===== src/rtl/ps2_pkg.sv =====
// Shared PS/2 set-2 scan-code constants, direction encoding and framer state encoding.
// The direction encoding is also consumed by the downstream keypress FSM.
package ps2_pkg;

    localparam logic [7:0] SC_EXT      = 8'hE0;
    localparam logic [7:0] SC_BRK      = 8'hF0;
    localparam logic [7:0] SC_PAUSE    = 8'hE1;
    localparam logic [7:0] SC_BAT_OK   = 8'hAA;
    localparam logic [7:0] SC_ACK      = 8'hFA;
    localparam logic [7:0] SC_ECHO     = 8'hEE;
    localparam logic [7:0] SC_OVR0     = 8'h00;
    localparam logic [7:0] SC_OVR1     = 8'hFF;
    localparam logic [7:0] SC_BAT_FAIL = 8'hFC;
    localparam logic [7:0] SC_RESEND   = 8'hFE;

    localparam logic [7:0] SC_UP_ARROW = 8'h75;
    localparam logic [7:0] SC_DN_ARROW = 8'h72;
    localparam logic [7:0] SC_LT_ARROW = 8'h6B;
    localparam logic [7:0] SC_RT_ARROW = 8'h74;
    localparam logic [7:0] SC_W        = 8'h1D;
    localparam logic [7:0] SC_S        = 8'h1B;
    localparam logic [7:0] SC_A        = 8'h1C;
    localparam logic [7:0] SC_D        = 8'h23;

    // Pause is E1 followed by seven more bytes that carry no key meaning.
    localparam logic [2:0] PAUSE_SKIP  = 3'd7;

    typedef enum logic [1:0] {
        DIR_UP    = 2'b00,
        DIR_DOWN  = 2'b01,
        DIR_LEFT  = 2'b10,
        DIR_RIGHT = 2'b11
    } dir_e;

    typedef enum logic [2:0] {
        ST_IDLE,
        ST_EXT,
        ST_BRK,
        ST_EXT_BRK,
        ST_SKIP
    } state_e;

    typedef struct packed {
        logic hit;
        dir_e dir;
    } dir_lookup_t;

    function automatic logic is_status(input logic [7:0] b);
        return (b == SC_BAT_OK) || (b == SC_ACK) || (b == SC_ECHO);
    endfunction

    function automatic logic is_err_byte(input logic [7:0] b);
        return (b == SC_OVR0) || (b == SC_OVR1) || (b == SC_BAT_FAIL) || (b == SC_RESEND);
    endfunction

    // Arrow keys only match with the E0 prefix, WASD only without it.
    function automatic dir_lookup_t dir_lookup(input logic [7:0] code, input logic ext);
        dir_lookup_t r;
        r.hit = 1'b1;
        r.dir = DIR_UP;
        if (ext) begin
            case (code)
                SC_UP_ARROW: r.dir = DIR_UP;
                SC_DN_ARROW: r.dir = DIR_DOWN;
                SC_LT_ARROW: r.dir = DIR_LEFT;
                SC_RT_ARROW: r.dir = DIR_RIGHT;
                default:     r.hit = 1'b0;
            endcase
        end else begin
            case (code)
                SC_W:    r.dir = DIR_UP;
                SC_S:    r.dir = DIR_DOWN;
                SC_A:    r.dir = DIR_LEFT;
                SC_D:    r.dir = DIR_RIGHT;
                default: r.hit = 1'b0;
            endcase
        end
        return r;
    endfunction

endpackage


===== src/rtl/ps2_prefix_timer.sv =====
// Idle counter bounding the gap between bytes of a multi-byte sequence.
// expired_o is high while the count sits at TIMEOUT_CYCLES-1.
module ps2_prefix_timer #(
    parameter int TIMEOUT_CYCLES = 2_500_000
) (
    input  logic clk_i,
    input  logic rst_i,
    input  logic clr_i,
    input  logic en_i,
    output logic expired_o
);
    localparam int W = (TIMEOUT_CYCLES > 1) ? $clog2(TIMEOUT_CYCLES) : 1;

    logic [W-1:0] cnt_q;

    always_ff @(posedge clk_i or posedge rst_i) begin
        if (rst_i)      cnt_q <= '0;
        else if (clr_i) cnt_q <= '0;
        else if (en_i)  cnt_q <= cnt_q + W'(1);
    end

    assign expired_o = (cnt_q == W'(TIMEOUT_CYCLES - 1));

endmodule


===== src/rtl/ps2_scancode_framer.sv =====
// Frames PS/2 set-2 bytes into key events (E0/F0 stripped, Pause and status bytes
// dropped) and tracks held/newly-pressed state of the four direction keys.
module ps2_scancode_framer
    import ps2_pkg::*;
#(
    parameter int TIMEOUT_CYCLES = 2_500_000
) (
    input  logic       CLOCK_50,
    input  logic       reset,
    input  logic [7:0] rx_data,
    input  logic       rx_valid,
    output logic       evt_valid,
    output logic [7:0] evt_code,
    output logic       evt_ext,
    output logic       evt_break,
    output logic       dir_valid,
    output logic [1:0] direction,
    output logic [3:0] dir_held,
    output logic       err
);
    state_e      state_q, state_d;
    logic [2:0]  skip_q, skip_d;
    logic        evt_valid_q, evt_ext_q, evt_brk_q, dir_valid_q, err_q;
    logic [7:0]  evt_code_q;
    dir_e        direction_q, direction_d;
    logic [3:0]  held_q, held_d;
    logic        emit, emit_ext, emit_brk, dir_new, err_d;
    logic        tmo_clr, tmo_expired;
    dir_lookup_t lk;

    assign tmo_clr = rx_valid || (state_q == ST_IDLE);

    ps2_prefix_timer #(.TIMEOUT_CYCLES(TIMEOUT_CYCLES)) u_timer (
        .clk_i     (CLOCK_50),
        .rst_i     (reset),
        .clr_i     (tmo_clr),
        .en_i      (state_q != ST_IDLE),
        .expired_o (tmo_expired)
    );

    always_comb begin
        state_d  = state_q;
        skip_d   = skip_q;
        emit     = 1'b0;
        emit_ext = 1'b0;
        emit_brk = 1'b0;
        err_d    = 1'b0;
        if (rx_valid) begin
            case (state_q)
                ST_IDLE: begin
                    if (rx_data == SC_EXT)         state_d = ST_EXT;
                    else if (rx_data == SC_BRK)    state_d = ST_BRK;
                    else if (rx_data == SC_PAUSE) begin
                        state_d = ST_SKIP;
                        skip_d  = PAUSE_SKIP;
                    end
                    else if (is_err_byte(rx_data)) err_d = 1'b1;
                    else if (!is_status(rx_data))  emit  = 1'b1;
                end
                ST_EXT: begin
                    if (rx_data == SC_BRK) state_d = ST_EXT_BRK;
                    else if (rx_data != SC_EXT) begin
                        emit     = 1'b1;
                        emit_ext = 1'b1;
                        state_d  = ST_IDLE;
                    end
                end
                ST_BRK: begin
                    // F0 E0 is malformed; treat it like E0 F0 rather than dropping the key.
                    if (rx_data == SC_EXT) state_d = ST_EXT_BRK;
                    else if (rx_data != SC_BRK) begin
                        emit     = 1'b1;
                        emit_brk = 1'b1;
                        state_d  = ST_IDLE;
                    end
                end
                ST_EXT_BRK: begin
                    emit     = 1'b1;
                    emit_ext = 1'b1;
                    emit_brk = 1'b1;
                    state_d  = ST_IDLE;
                end
                ST_SKIP: begin
                    skip_d = skip_q - 3'd1;
                    if (skip_q <= 3'd1) state_d = ST_IDLE;
                end
                default: state_d = ST_IDLE;
            endcase
        end else if ((state_q != ST_IDLE) && tmo_expired) begin
            state_d = ST_IDLE;
            skip_d  = '0;
            err_d   = 1'b1;
        end

        lk          = dir_lookup(rx_data, emit_ext);
        held_d      = held_q;
        direction_d = direction_q;
        dir_new     = 1'b0;
        if (emit && lk.hit) begin
            if (emit_brk) begin
                held_d[lk.dir] = 1'b0;
            end else if (!held_q[lk.dir]) begin
                held_d[lk.dir] = 1'b1;
                direction_d    = lk.dir;
                dir_new        = 1'b1;
            end
        end
    end

    always_ff @(posedge CLOCK_50 or posedge reset) begin
        if (reset) begin
            state_q     <= ST_IDLE;
            skip_q      <= '0;
            evt_valid_q <= 1'b0;
            evt_code_q  <= '0;
            evt_ext_q   <= 1'b0;
            evt_brk_q   <= 1'b0;
            dir_valid_q <= 1'b0;
            direction_q <= DIR_UP;
            held_q      <= '0;
            err_q       <= 1'b0;
        end else begin
            state_q     <= state_d;
            skip_q      <= skip_d;
            evt_valid_q <= emit;
            dir_valid_q <= dir_new;
            direction_q <= direction_d;
            held_q      <= held_d;
            err_q       <= err_d;
            if (emit) begin
                evt_code_q <= rx_data;
                evt_ext_q  <= emit_ext;
                evt_brk_q  <= emit_brk;
            end
        end
    end

    assign evt_valid = evt_valid_q;
    assign evt_code  = evt_code_q;
    assign evt_ext   = evt_ext_q;
    assign evt_break = evt_brk_q;
    assign dir_valid = dir_valid_q;
    assign direction = direction_q;
    assign dir_held  = held_q;
    assign err       = err_q;

endmodule


===== config.mk =====
export PLATFORM = sky130hd
export DESIGN_NAME = ps2_scancode_framer
export DESIGN_NICKNAME = d
export VERILOG_FILES = /design/src/rtl/ps2_pkg.sv /design/src/rtl/ps2_prefix_timer.sv /design/src/rtl/ps2_scancode_framer.sv
export SDC_FILE = /design/constraint.sdc
export NUM_CORES = 1
export LEC_CHECK = 0
export ABC_CLOCK_PERIOD_IN_PS = 4200
export CAP_MARGIN = 20
export CORE_MARGIN = 10
export CORE_UTILIZATION = 61
export CTS_CLUSTER_DIAMETER = 40
export CTS_CLUSTER_SIZE = 24
export DETAILED_ROUTE_END_ITERATION = 10
export PLACE_DENSITY = 0.95
export SLEW_MARGIN = 10
export SYNTH_ARGS = -nofsm -noshare
export SYNTH_HDL_FRONTEND = slang
export SYNTH_SLANG_ARGS = --single-unit

===== constraint.sdc =====
create_clock -name CLOCK_50 -period 4.2 [get_ports CLOCK_50]
set_clock_uncertainty 0.15 [all_clocks]
set_input_delay 0.84 -clock CLOCK_50 [delete_from_list [all_inputs] [get_ports CLOCK_50]]
set_output_delay 0.84 -clock CLOCK_50 [all_outputs]
set_load 0.05 [all_outputs]

==> results.cfg, run 1 <==
[cells_and_area]
drive_gt1_frac = 0.158
most-common-layout-cells = dfrtp_1 (47), nor2_1 (37), clkdlybuf4s50_1 (29)
n_antenna_cell = 0
layout_commonest_cell = dfrtp_1
fin_cells = 363
finish.utilization = 0.736
area_growth_pct = 13.9
final_nets = 324

[clock_network]
h-tree-depth = 2
clk_pin_slew_ps = 90
hold_buffers = 0
worstSkewPairLatency_ps = 310
cts_max_path_buffers = 2
clockRootBuffer = clkbuf_8
cts_resized = 0
clkSinkCount = 47
cts_tree = done
post_cts_buffers = 0
numCtsBuffers = 5

[flow_run]
cap_violations = 0

[worst_setup_path]
worstRegToRegCells = 6
crit_start = rx_data[0]
worst-endpoint-required_ps = 4250
worst-setup-path-type = in -> reg
cp.arrival_ps = 3560
ff2ff_setup_slack_ps = 1520
worst-path-stages = 8
reg2reg_to = direction[1]
path_cells = clkdlybuf4s50_1, nor4b_2, a2bb2oi_1, o32ai_4, mux2i_1, mux2_2, and4_4, mux2_4
critPathLaunchType = input port
rr_startpoint = state_q[2]
crit_buf_inv = 1
path_delay_family = multiplexers
cp_max_fo = 10
cp-end-kind = flip-flop
slowest_delay_ps = 690
crit_path_top_delay_cell = clkdlybuf4s50_1
critPathCapture = direction[1]

[synth]
synth-simple-area-share = 0.274
yosysTopAreaCellShare = 0.410
synth_compound_area_frac = 0.128
synth.net_count = 297
syn_avg_cell_area_sq_um = 10.1
synth_edf_count = 0
synth_area_leader_cell = dfrtp_1
synthMuxAreaShare = 0.0549
synth_xor_area_frac = 0.0610
synth-main-ff-cell = dfrtp_1
yosysSeqAreaShare = 0.410
yosys_register_bits = 47
netlist_area_sq_um = 2870
synthArstFlopShare = 1.00
synthAdderAreaFrac = 0.0170
synth_warnings = 0
synth_top_family_by_area = simple AND/OR/NAND/NOR gates
syn_inst = 283
synth.area.top_cells = dfrtp_1 (41%), nor2_1 (4.8%), xor2_1 (4.3%), mux2_2 (3.5%), nand3_1 (2.4%)
synth_cell_types = 73

[grt]
antenna_found_initial = 0
grt.total_usage = 0.169
grt_pass1_vias = 2332
grt_pass1_wl_um = 10800
grt-ovfl-total = 0
grt_max_degree = 48

[sta]
relSlewSlack = 0.375
post-route-period-util = 0.836
period_needed_ps = 3510
tightest_slew_ps = 936
rsz0062_at_grt = false
setup_viol_count_final = 0
slew_violations = 0
clock.fmax_ghz = 0.285
setup_tns_ps = 0
hold_violations = 0

[die]
core_area_sq_um = 4440
initial_utilization = 0.646
fp.dieW_um = 88.6
die_h_um = 88.6
pin_count = 30
rows = 24
design.die.area_sq_um = 7850

[power_and_ir_drop]
leakage_nw = 1.32
powerDensity_nw_per_um2 = 306
ir_drop_mv = 0.292
total_power_mw = 1.00

[detailed_routing]
remaining_drc_errors = 0
vias = 2238
wirelength_um = 6110
drtIter0Drc = 143
vias_per_cell = 6.17
dr.pass1.iters = 4
post_drt_wl_per_cell_um = 16.8
antenna_left = 0

[hold_path]
min_path_cells = 2
hp-class = reg -> reg

[place]
place.detailed.hpwl_um = 4560
dp.cells = 355
gp_congestion = 0.915
io_buffers = 29

[outcome]
status = completed
synthesized netlist by cell type (4+ instances only):
cell,instances
a21oi_1,5
and3_1,4
buf_2,5
dfrtp_1,47
inv_1,11
mux2_2,9
nand2_1,13
nand3_1,14
nand4_1,6
nor2_1,37
nor3_1,8
nor4_1,6
o21ai_0,11
xnor2_1,6
xor2_1,14
how the worst min path moves through the flow:
| stage | startpoint | endpoint |
|---|---|---|
| 6_report | evt_code[0] | evt_code[0] |
| 5_1_grt | evt_ext | evt_ext |
| 4_1_cts | evt_code[0] | evt_code[0] |
| 3_5_place_dp | evt_code[0] | evt_code[0] |
| 3_3_place_gp | evt_code[0] | evt_code[0] |
| 2_1_floorplan | u_timer.cnt_q[0] | u_timer.cnt_q[0] |
registers in the layout, indices dropped and copies added, names as in the netlist, named ones only:
| name | flops |
|---|---|
| u_timer.cnt_q | 22 |
| evt_code | 8 |
| skip_q | 3 |
| state_q | 3 |
| direction | 2 |
| dir_valid | 1 |
| err | 1 |
| evt_break | 1 |
| evt_ext | 1 |
| evt_valid | 1 |
layer usage:
layer	GRT usage	vias up	routed length [um]
li1	-	1075	-
met1	0.194	1098	2460
met2	0.306	58	3240
met3	0.0377	7	325
met4	0.0499	0	89
met5	0	-	0
power breakdown:
group	internal [mW]	total (mW)	switching (mW)
Clock	0.177	0.336	0.159
Sequential	0.470	0.482	0.0118
Combinational	0.0681	0.183	0.115
metrics by stage:
step	cell area (sq um)	setup slack, ps	hold slack [ps]
floorplan	2870	1200	317
global placement	3160	502	314
detailed placement	3160	377	329
CTS	3270	701	349
global route	3270	496	369
finish	3270	687	349
worst min-delay path, stage by stage, from the launching register on:
cell and delay (ps):
dfrtp_1 350, nand2_1 50, o21ai_0 70
kinds of logic (layout without fill, tap and decap cells):
group / count (synthesis) / after routing
AO/OA/AOI/OAI: 42 / 42
buffers and inverters: 27 / 55
multiplexers: 14 / 14
adder cells (fa/ha/maj): 4 / 4
flip-flops: 47 / 47
XOR/XNOR: 20 / 20
AND/OR/NAND/NOR: 129 / 129
area by class of cell:
| type | count | area [sq um] |
|---|---|---|
| clock buffers | 5 | 68.8 |
| clock inverters | 3 | 43.8 |
| fillers | 320 | 1170 |
| inverters | 11 | 41.3 |
| multi-input cells | 209 | 1530 |
| flip-flops and latches | 47 | 1180 |
| well taps | 52 | 65.1 |
| repair buffers | 36 | 343 |
No activity file was read; power rests on OpenSTA's default activity.
==> run 2: changes to the inputs <==
ABC_CLOCK_PERIOD_IN_PS = 3000   (was 4200)
CORE_UTILIZATION = 51   (was 61)
PLACE_DENSITY = 0.88   (was 0.95)
clock period = 3 ns   (was 4.2 ns; I/O delays follow)
==> results.cfg, run 2 (synthesis gave the netlist of run 1 again) <==
[worst_setup_path]
crit_buf_inv = 1
crit_path_top_delay_cell = clkdlybuf4s50_1
path_cells = clkdlybuf4s50_1, nand2_1, or2_2, o32ai_4, mux2i_1, mux2_2, and4_4, mux2_4
critPathLaunchType = input port
worst-endpoint-required_ps = 3040
worstRegToRegCells = 6
cp-end-kind = flip-flop
cp.arrival_ps = 2970
ff2ff_setup_slack_ps = 490
worst-setup-path-type = in -> reg
cp_max_fo = 6
slowest_delay_ps = 590
reg2reg_to = direction[1]
rr_startpoint = state_q[2]
path_delay_family = multiplexers

[place]
gp_congestion = 0.954
dp_slack_ps = -285
place.detailed.hpwl_um = 5110
io_buffers = 29
dp.cells = 411

[die]
die_h_um = 95.0
rows = 27
initial_utilization = 0.525
design.die.area_sq_um = 9030
fp.dieW_um = 95.0
pin_count = 30
core_area_sq_um = 5470

[power_and_ir_drop]
powerDensity_nw_per_um2 = 374
ir_drop_mv = 0.212
leakage_nw = 1.51
total_power_mw = 1.34

[detailed_routing]
dr.pass1.iters = 4
wirelength_um = 6580
drtIter0Drc = 159
vias = 2379
antenna_left = 0
vias_per_cell = 5.65
remaining_drc_errors = 0
post_drt_wl_per_cell_um = 15.6

[cells_and_area]
most-common-layout-cells = dfrtp_1 (47), buf_4 (44), nor2_1 (37)
multi_input_area_sq_um = 1560
n_antenna_cell = 0
final_nets = 362
fin_cells = 421
largest_reg_flops = 22
regArea_sq_um = 1180
drive_gt1_frac = 0.255
area_growth_pct = 25.1
fill_cells = 419
layout_commonest_cell = dfrtp_1
regMostFlops = u_timer.cnt_q

[sta]
setup_slack_ps = 75.3
rsz0062_at_grt = false
setup_tns_ps = 0
slew_violations = 0
clock.fmax_ghz = 0.342
tightest_slew_ps = 693
hold_violations = 0
setup_viol_count_final = 0
hold_ws_ps = 352
relSlewSlack = 0.538
period_needed_ps = 2920
post-route-period-util = 0.975

[grt]
grt.total_usage = 0.152
antenna_found_initial = 0
grt-ovfl-total = 0
grt_pass1_wl_um = 11100
grt_max_degree = 32
grt_pass1_vias = 2422

[clock_network]
cts_tree = done
clkSinkCount = 47
h-tree-depth = 2
numCtsBuffers = 5
clk_pin_slew_ps = 90
cts_max_path_buffers = 2
clockRootBuffer = clkbuf_8
worstSkewPairLatency_ps = 300

[hold_path]
min_path_cells = 2
hp-class = reg -> reg
hold_path_startpoint = evt_code[5]
hold_end = evt_code[5]

[outcome]
status = completed

[flow_run]
cap_violations = 0
==> run 2: changes by cell type in the layout (fill, tap and decap cells not counted), sizes merged <==
cell / delta
clkdlybuf4s50: -1
clkbuf: +1
clkinv: -1
dlymetal6s2s: +1
clkinvlp: +1
bufinv: -1
buf: +38
==> run 2: area by class of cell <==
type	instances	share of cell area
clock buffer	6	0.0202
clock inverter	2	0.00348
inverter	11	0.0115
multi-input combinational	209	0.433
sequential	47	0.327
tap	72	0.0251
timing repair buffer	74	0.179
==> run 2: tightest hold or removal path, delay by kind of cell (launching register included) <==
| family | cells | cell delay [ps] |
|---|---|---|
| simple gates | 1 | 50 |
| compound gates | 1 | 70 |
| flops | 1 | 360 |
==> run 2: metal layers <==
metal | vias to the layer above | GRT usage | share of wire
met3 | 10 | 0.0369 | 0.046
met5 | - | 0 | 0
li1 | 1150 | - | -
met2 | 53 | 0.268 | 0.53
met1 | 1166 | 0.173 | 0.41
met4 | 0 | 0.0611 | 0.013
==> run 2: per-stage QoR <==
step,utilization,instance area (sq um)
after global placement,0.634,3470
after global routing,0.657,3590
final,0.657,3590
after CTS,0.649,3550
after detailed placement,0.634,3470
after floorplan,-,2870
==> run 2: power breakdown <==
| part | internal [mW] | leakage (nW) | switching, mW |
|---|---|---|---|
| combinational | 0.125 | 0.836 | 0.168 |
| clock | 0.163 | 0.0412 | 0.213 |
| sequential | 0.658 | 0.634 | 0.0183 |
==> run 2: what timing repair did <==
| item | in CTS | in global routing |
|---|---|---|
| setup buffers | 0 | 2 |
| gates resized for setup | 0 | 5 |
| endpoints found under the setup margin | 0 | 2 |
| hold buffers | 0 | 0 |
==> run 2: how the worst max path moves through the flow <==
stage | endpoint | depth (start not counted) | start | slack (ps)
2_1_floorplan | direction[1] | 9 | rx_data[0] | 240
3_3_place_gp | direction[1] | 9 | rx_data[0] | -190
3_5_place_dp | direction[1] | 9 | rx_data[0] | -280
4_1_cts | direction[1] | 9 | rx_data[3] | 40
5_1_grt | evt_code[1] | 9 | rx_data[3] | 0.5
6_report | direction[1] | 8 | rx_data[6] | 80
==> run 3: changes to the inputs <==
CAP_MARGIN = unset   (was 20)
==> results of run 3 <==
Same layout as run 2: the final DEF is identical, and so are final timing and power.
